`src/rtl/wb_stage_ctrl_pkg.sv`:
```
// Shared types and constants for the write-back stage controller:
// FSM state encoding and load/store access-size codes.
package wb_stage_ctrl_pkg;

  typedef enum logic [1:0] {
    RUN   = 2'd0,
    HOLD  = 2'd1,
    DRAIN = 2'd2
  } wb_state_e;

  localparam logic [3:0] LS_BYTE = 4'b0001;
  localparam logic [3:0] LS_HALF = 4'b0011;
  localparam logic [3:0] LS_WORD = 4'b1111;

endpackage

```
`src/rtl/wb_stage_ctrl_load_align.sv`:
```
// Combinational load aligner: picks the byte/half/word addressed by addr
// out of the 32-bit response and sign- or zero-extends it.
module load_align
  import wb_stage_ctrl_pkg::*;
(
  input  logic [31:0] rdata,
  input  logic [1:0]  addr,
  input  logic [3:0]  lsV,
  input  logic        loadX,
  output logic [31:0] data
);

  logic [7:0]  byte_sel;
  logic [15:0] half_sel;
  logic        byte_sign;
  logic        half_sign;

  always_comb begin
    byte_sel  = rdata[{addr, 3'b000} +: 8];
    half_sel  = rdata[{addr[1], 4'b0000} +: 16];
    byte_sign = byte_sel[7] & ~loadX;
    half_sign = half_sel[15] & ~loadX;
    case (lsV)
      LS_BYTE: data = {{24{byte_sign}}, byte_sel};
      LS_HALF: data = {{16{half_sign}}, half_sel};
      default: data = rdata;
    endcase
  end

endmodule

```
`src/rtl/wb_stage_ctrl.sv`:
```
// Write-back stage controller: waits for/buffers/discards data responses and
// drives the register-file write port. Define WB_DEBUG_TRACE_EN for trace ports.
module wb_stage_ctrl
  import wb_stage_ctrl_pkg::*;
(
  input  logic        clk,
  input  logic        reset,
  input  logic        pipe_stall,
  input  logic        wb_flush,
  input  logic        wb_hit_when_refill,
  input  logic [31:0] wb_pc,
  input  logic [31:0] wb_res,
  input  logic        wb_load,
  input  logic        wb_loadX,
  input  logic [3:0]  wb_lsV,
  input  logic [1:0]  wb_data_addr,
  input  logic        wb_regwen,
  input  logic [4:0]  wb_wreg,
  input  logic        wb_data_req,
  input  logic        wb_cp0ren,
  input  logic [31:0] wb_cp0rdata,
  input  logic [1:0]  wb_hiloren,
  input  logic [31:0] wb_hilordata,
  input  logic        data_ok,
  input  logic [31:0] data_rdata,
  output logic        wb_stall,
  output logic        rf_wen,
  output logic [4:0]  rf_waddr,
  output logic [31:0] rf_wdata
`ifdef WB_DEBUG_TRACE_EN
  ,
  output logic [31:0] debug_wb_pc,
  output logic [3:0]  debug_wb_rf_wen,
  output logic [4:0]  debug_wb_rf_wnum,
  output logic [31:0] debug_wb_rf_wdata
`endif
);

  wb_state_e   state_q, state_d;
  logic [31:0] buf_data_q, buf_data_d;
  logic [1:0]  drain_cnt_q, drain_cnt_d;

  logic        data_avail;
  logic        stall_int;
  logic        retire;
  logic        flush_pending;
  logic [31:0] load_raw;
  logic [31:0] load_data;
  logic [31:0] wdata_int;
  logic        wen_int;

  always_ff @(posedge clk) begin
    // NOTE: non-blocking assignments so every flop samples pre-edge values.
    if (reset) begin
      state_q     <= RUN;
      buf_data_q  <= '0;
      drain_cnt_q <= '0;
    end else begin
      state_q     <= state_d;
      buf_data_q  <= buf_data_d;
      drain_cnt_q <= drain_cnt_d;
    end
  end

  assign data_avail    = (state_q == HOLD) | (data_ok & (state_q != DRAIN));
  assign stall_int     = wb_data_req & ~data_avail & ~wb_flush;
  assign retire        = ~pipe_stall & ~stall_int & ~wb_flush;
  assign flush_pending = wb_flush & wb_data_req;

  always_comb begin
    // NOTE: defaults first so every path assigns every signal (no latches).
    state_d     = state_q;
    buf_data_d  = buf_data_q;
    drain_cnt_d = drain_cnt_q;
    case (state_q)
      RUN: begin
        if (flush_pending & ~data_ok) begin
          state_d     = DRAIN;
          drain_cnt_d = '0;
        end else if (data_ok & wb_data_req & pipe_stall & ~wb_flush) begin
          buf_data_d = data_rdata;
          state_d    = HOLD;
        end
      end
      HOLD: begin
        if (retire | wb_flush) state_d = RUN;
      end
      DRAIN: begin
        // A pulse retires one stale request; a new flushed request adds one.
        if (data_ok) begin
          if (!flush_pending) begin
            if (drain_cnt_q == 2'd0) state_d = RUN;
            else                     drain_cnt_d = drain_cnt_q - 2'd1;
          end
        end else if (flush_pending && drain_cnt_q != 2'd3) begin
          drain_cnt_d = drain_cnt_q + 2'd1;
        end
      end
      default: state_d = RUN;
    endcase
  end

  assign load_raw = (state_q == HOLD) ? buf_data_q : data_rdata;

  load_align u_load_align (
    .rdata (load_raw),
    .addr  (wb_data_addr),
    .lsV   (wb_lsV),
    .loadX (wb_loadX),
    .data  (load_data)
  );

  always_comb begin
    if (wb_load)          wdata_int = load_data;
    else if (wb_cp0ren)   wdata_int = wb_cp0rdata;
    else if (|wb_hiloren) wdata_int = wb_hilordata;
    else                  wdata_int = wb_res;
  end

  assign wen_int = retire & wb_regwen & ~wb_hit_when_refill & (wb_wreg != 5'd0);

  assign wb_stall = ~reset & stall_int;
  assign rf_wen   = ~reset & wen_int;
  assign rf_waddr = reset ? 5'd0 : wb_wreg;
  assign rf_wdata = reset ? 32'd0 : wdata_int;

`ifdef WB_DEBUG_TRACE_EN
  assign debug_wb_pc       = wb_pc;
  assign debug_wb_rf_wen   = {4{rf_wen}};
  assign debug_wb_rf_wnum  = rf_waddr;
  assign debug_wb_rf_wdata = rf_wdata;
`else
  logic unused_pc;
  assign unused_pc = ^wb_pc;
`endif

endmodule

```
`config.mk`:
```
export PLATFORM = sky130hd
export DESIGN_NAME = wb_stage_ctrl
export DESIGN_NICKNAME = d
export VERILOG_FILES = /design/src/rtl/wb_stage_ctrl_pkg.sv /design/src/rtl/wb_stage_ctrl_load_align.sv /design/src/rtl/wb_stage_ctrl.sv
export SDC_FILE = /design/constraint.sdc
export NUM_CORES = 1
export LEC_CHECK = 0
export CORE_ASPECT_RATIO = 1.25
export CORE_UTILIZATION = 32
export DETAILED_ROUTE_END_ITERATION = 6
export GPL_TIMING_DRIVEN = 0
export PLACE_DENSITY = 0.69
export SLEW_MARGIN = 25
export SYNTH_ARGS = -nofsm -noshare
export SYNTH_HDL_FRONTEND = slang
export SYNTH_SLANG_ARGS = --single-unit
```
`constraint.sdc`:
```
create_clock -name clk -period 3.28 [get_ports clk]
set_input_delay 0.656 -clock clk [delete_from_list [all_inputs] [get_ports clk]]
set_output_delay 0.656 -clock clk [all_outputs]
set_load 0.1 [all_outputs]
```
==> results.md <==
* Status: finished, final reports clean
* Unrepaired setup endpoints after global routing: true
* CTS tree: built
* CTS clk-pin slew, worst paths at 0.05 ns
* Layout cell share with drive strength beyond 1 at 25.9%
* Reg2reg setup slack at 1.05 ns
* Hold-critical path depth at 2
* Fin crit share at 99.2%
* Startpoint Class: input pin
* Via density at 5.72
* Synth cell types at 54
* Most common cell after layout, fill and taps aside: clkdlybuf4s50_1
* Post-route minimum period at 3.25 ns
* CP Capture Type: output port
* Via count at 5031
* # fillers at 1073
* Detailed Place HPWL at 14.6 mm
* Maxcap violations at 0
* Mapped Nets at 699
* H-tree levels at 2
* Crit path max fanout at 8
* Core area at 11800 um2
* Hold Crit Class: reg -> reg
* Number of I/O pins at 223
* Synth warn at 0
* Diodes inserted at 0
* Cell area after synthesis at 3910 um2
* Post-synth EDFFs at 0
* Clock Latency Late Sink at 0.28 ns
* Sequential Area at 721 um2
* Initial antenna violation count at 0
* DRT antenna net count at 0
* Synth Flop Type: dfxtp_1
* Fin. Hold Viols at 0
* Die height at 126 um
* Slew @ Worst Pin at around 1 ns
* Final Setup Violations at 0
* Req. time, crit path at 2.62 ns
* Rows at between 40 and 50
* CP arrival at about 2.6 ns
* Sink of the worst hold path: buf_data_q[21]
* Synth area leaders: dfxtp_1 18%, nand2_1 8.9%, o21a_1 6.9%
* First-pass GRT wire length at 27.1 mm
* Pwr Density at 276 nW/um2
* Area of the multi-input gates at approximately 3400 um2
* Num Clock Sinks at 36
* Commonest non-fill, non-tap cells in the layout: 136 x clkdlybuf4s50_1, 93 x nand2_1, 40 x a21oi_1
* Layout net count at 905
* Area leader, netlist: dfxtp_1
* Area share of the largest cell type after synthesis at 18.4%
* Avg Inst Size Synth at 7.60 um2
* Number of synthesized register bits at 36
* GP Congestion at 0.927
* Die area at about 13000 um2
* Achievable frequency at 0.307 GHz
* Pins Over Slew Limit at 0
* Drt pass-1 iters at 5
* Ys async rst share at 0%
* Buffers on Ports at around 190
* Hold path startpoint: buf_data_q[21]
* Rel. slew slack at 34.9%
* Post-Syn Instances at 515
* Worst R2R Path Depth at 6
* R2r endpoint: buf_data_q[1]
* Sequential area share after synthesis at 18.4%
* Drt first-iter violations at 340
* Vias in the first global route at 5105
* CTS Buffer Depth at 2
* Setup CP Type: in -> out
* DRC at 0
* Cells after DPL at 863
* Worst vdd ir at 0.264 mV
* WL final at 18.1 mm
* Largest net degree at the start of global routing at 11
* Area delta synth->final at 76.9%
* Worst clock skew at 0.00549 ns
* CTS root buffer: clkbuf_16
* Worst R2R Start: state_q[1]
* GRT Total Usage at between 20% and 30%
* Total Power at 1.91 mW
* Total global routing overflow at 0
* Die X at roughly 100 um
* Lkg Pwr at roughly 2.7 nW
* CTS Buf Count at 5
* WL/cell at 20.6 um
* Post-Layout Cell Count at 880
* Initial core utilization at 33.2%
-- stage by stage --
step / TNS, ns / utilization (%) / setup WS, ns / instance area (um2) / hold WS (ns)
global route: -0.218 / 58.8 / -0.0643 / 6920 / 0.465
floorplan: -2.61 / - / -0.358 / 4230 / 0.432
global placement: -45.90 / 53.5 / -1.58 / 6300 / 0.438
finish: 0 / 58.8 / 0.0259 / 6920 / 0.451
detailed placement: -46.78 / 53.5 / -1.58 / 6300 / 0.444
CTS: -0.143 / 57.6 / -0.143 / 6780 / 0.451
-- where the power goes --
part | switching, mW | total [mW] | leakage [nW] | internal [mW]
Combinational | 0.591 | 1.02 | 2.30 | 0.428
Clock | 0.171 | 0.439 | 0.0616 | 0.268
Sequential | 0.00622 | 0.453 | 0.291 | 0.447
Total | 0.769 | 1.91 | 2.66 | 1.14
-- synthesized netlist by cell type (7+ instances only) --
library cell	number
mux2i_1	17
a221oi_1	17
mux4_2	9
a2bb2oi_1	12
o21ai_0	10
mux2_2	12
and3b_1	13
nand2_1	93
dfxtp_1	36
a21oi_1	41
inv_1	13
o311a_1	7
o21a_1	36
nor2_1	15
clkbuf_1	42
nand2b_1	10
a211oi_1	30
a211o_1	13
-- final cells by class --
class	count	area share (%)
multi-input cells	411	48.8
repair buffers	200	30.1
flip-flops and latches	36	10.4
plain buffers	52	5.04
well taps	161	2.91
clock buffers	5	1.81
inverters	15	0.904
-- sequential cells by signal, summed over array words and instances (netlist names) --
name,cells
state_q,2
drain_cnt_q,2
buf_data_q,32
-- how the worst max path moves through the flow --
stage / from / end / slack [ns]
2_1_floorplan: wb_lsV[3] / rf_wdata[23] / -0.36
3_3_place_gp: wb_cp0ren / rf_wdata[30] / -1.58
3_5_place_dp: wb_cp0ren / rf_wdata[30] / -1.58
4_1_cts: state_q[1] / wb_stall / -0.14
5_1_grt: state_q[0] / rf_wdata[21] / -0.06
6_report: data_rdata[7] / rf_wdata[12] / 0.03
-- worst max-delay path: stages --
cell and delay, ns:
dlygate4sd2_1 0.32, or2_2 0.30, mux4_2 0.52, and4_4 0.20, buf_6 0.13, o31a_1 0.28
buf_12 0.18
-- what timing repair did --
item / 4_1_cts / 5_1_grt
gates resized for setup: 307 / 39
setup endpoints to repair: 39 / 32
hold buffers: 0 / 0
gates cloned: 1 / 0
setup buffers: 10 / 2
pin swaps: 12 / 1
-- per-layer routing --
layer | wire length [um] | track usage, % | share of wire (%)
met5 | 0 | 0 | 0
met2 | 9330 | 51.8 | 51
met1 | 6590 | 30.5 | 36
met3 | 1650 | 5.44 | 9.1
met4 | 559 | 10.6 | 3.1
-- kinds of logic (layout without fill, tap and decap cells) --
kind of cell	count (synthesis)	in the layout	share of synthesized area (%)
AOI/OAI and AO/OA	208	208	39.6
and+or+nand+nor	163	163	21.0
buffers and inverters	68	272	7.29
muxes	40	40	13.7
DFF	36	36	18.4
No activity file was read; power rests on OpenSTA's default activity.
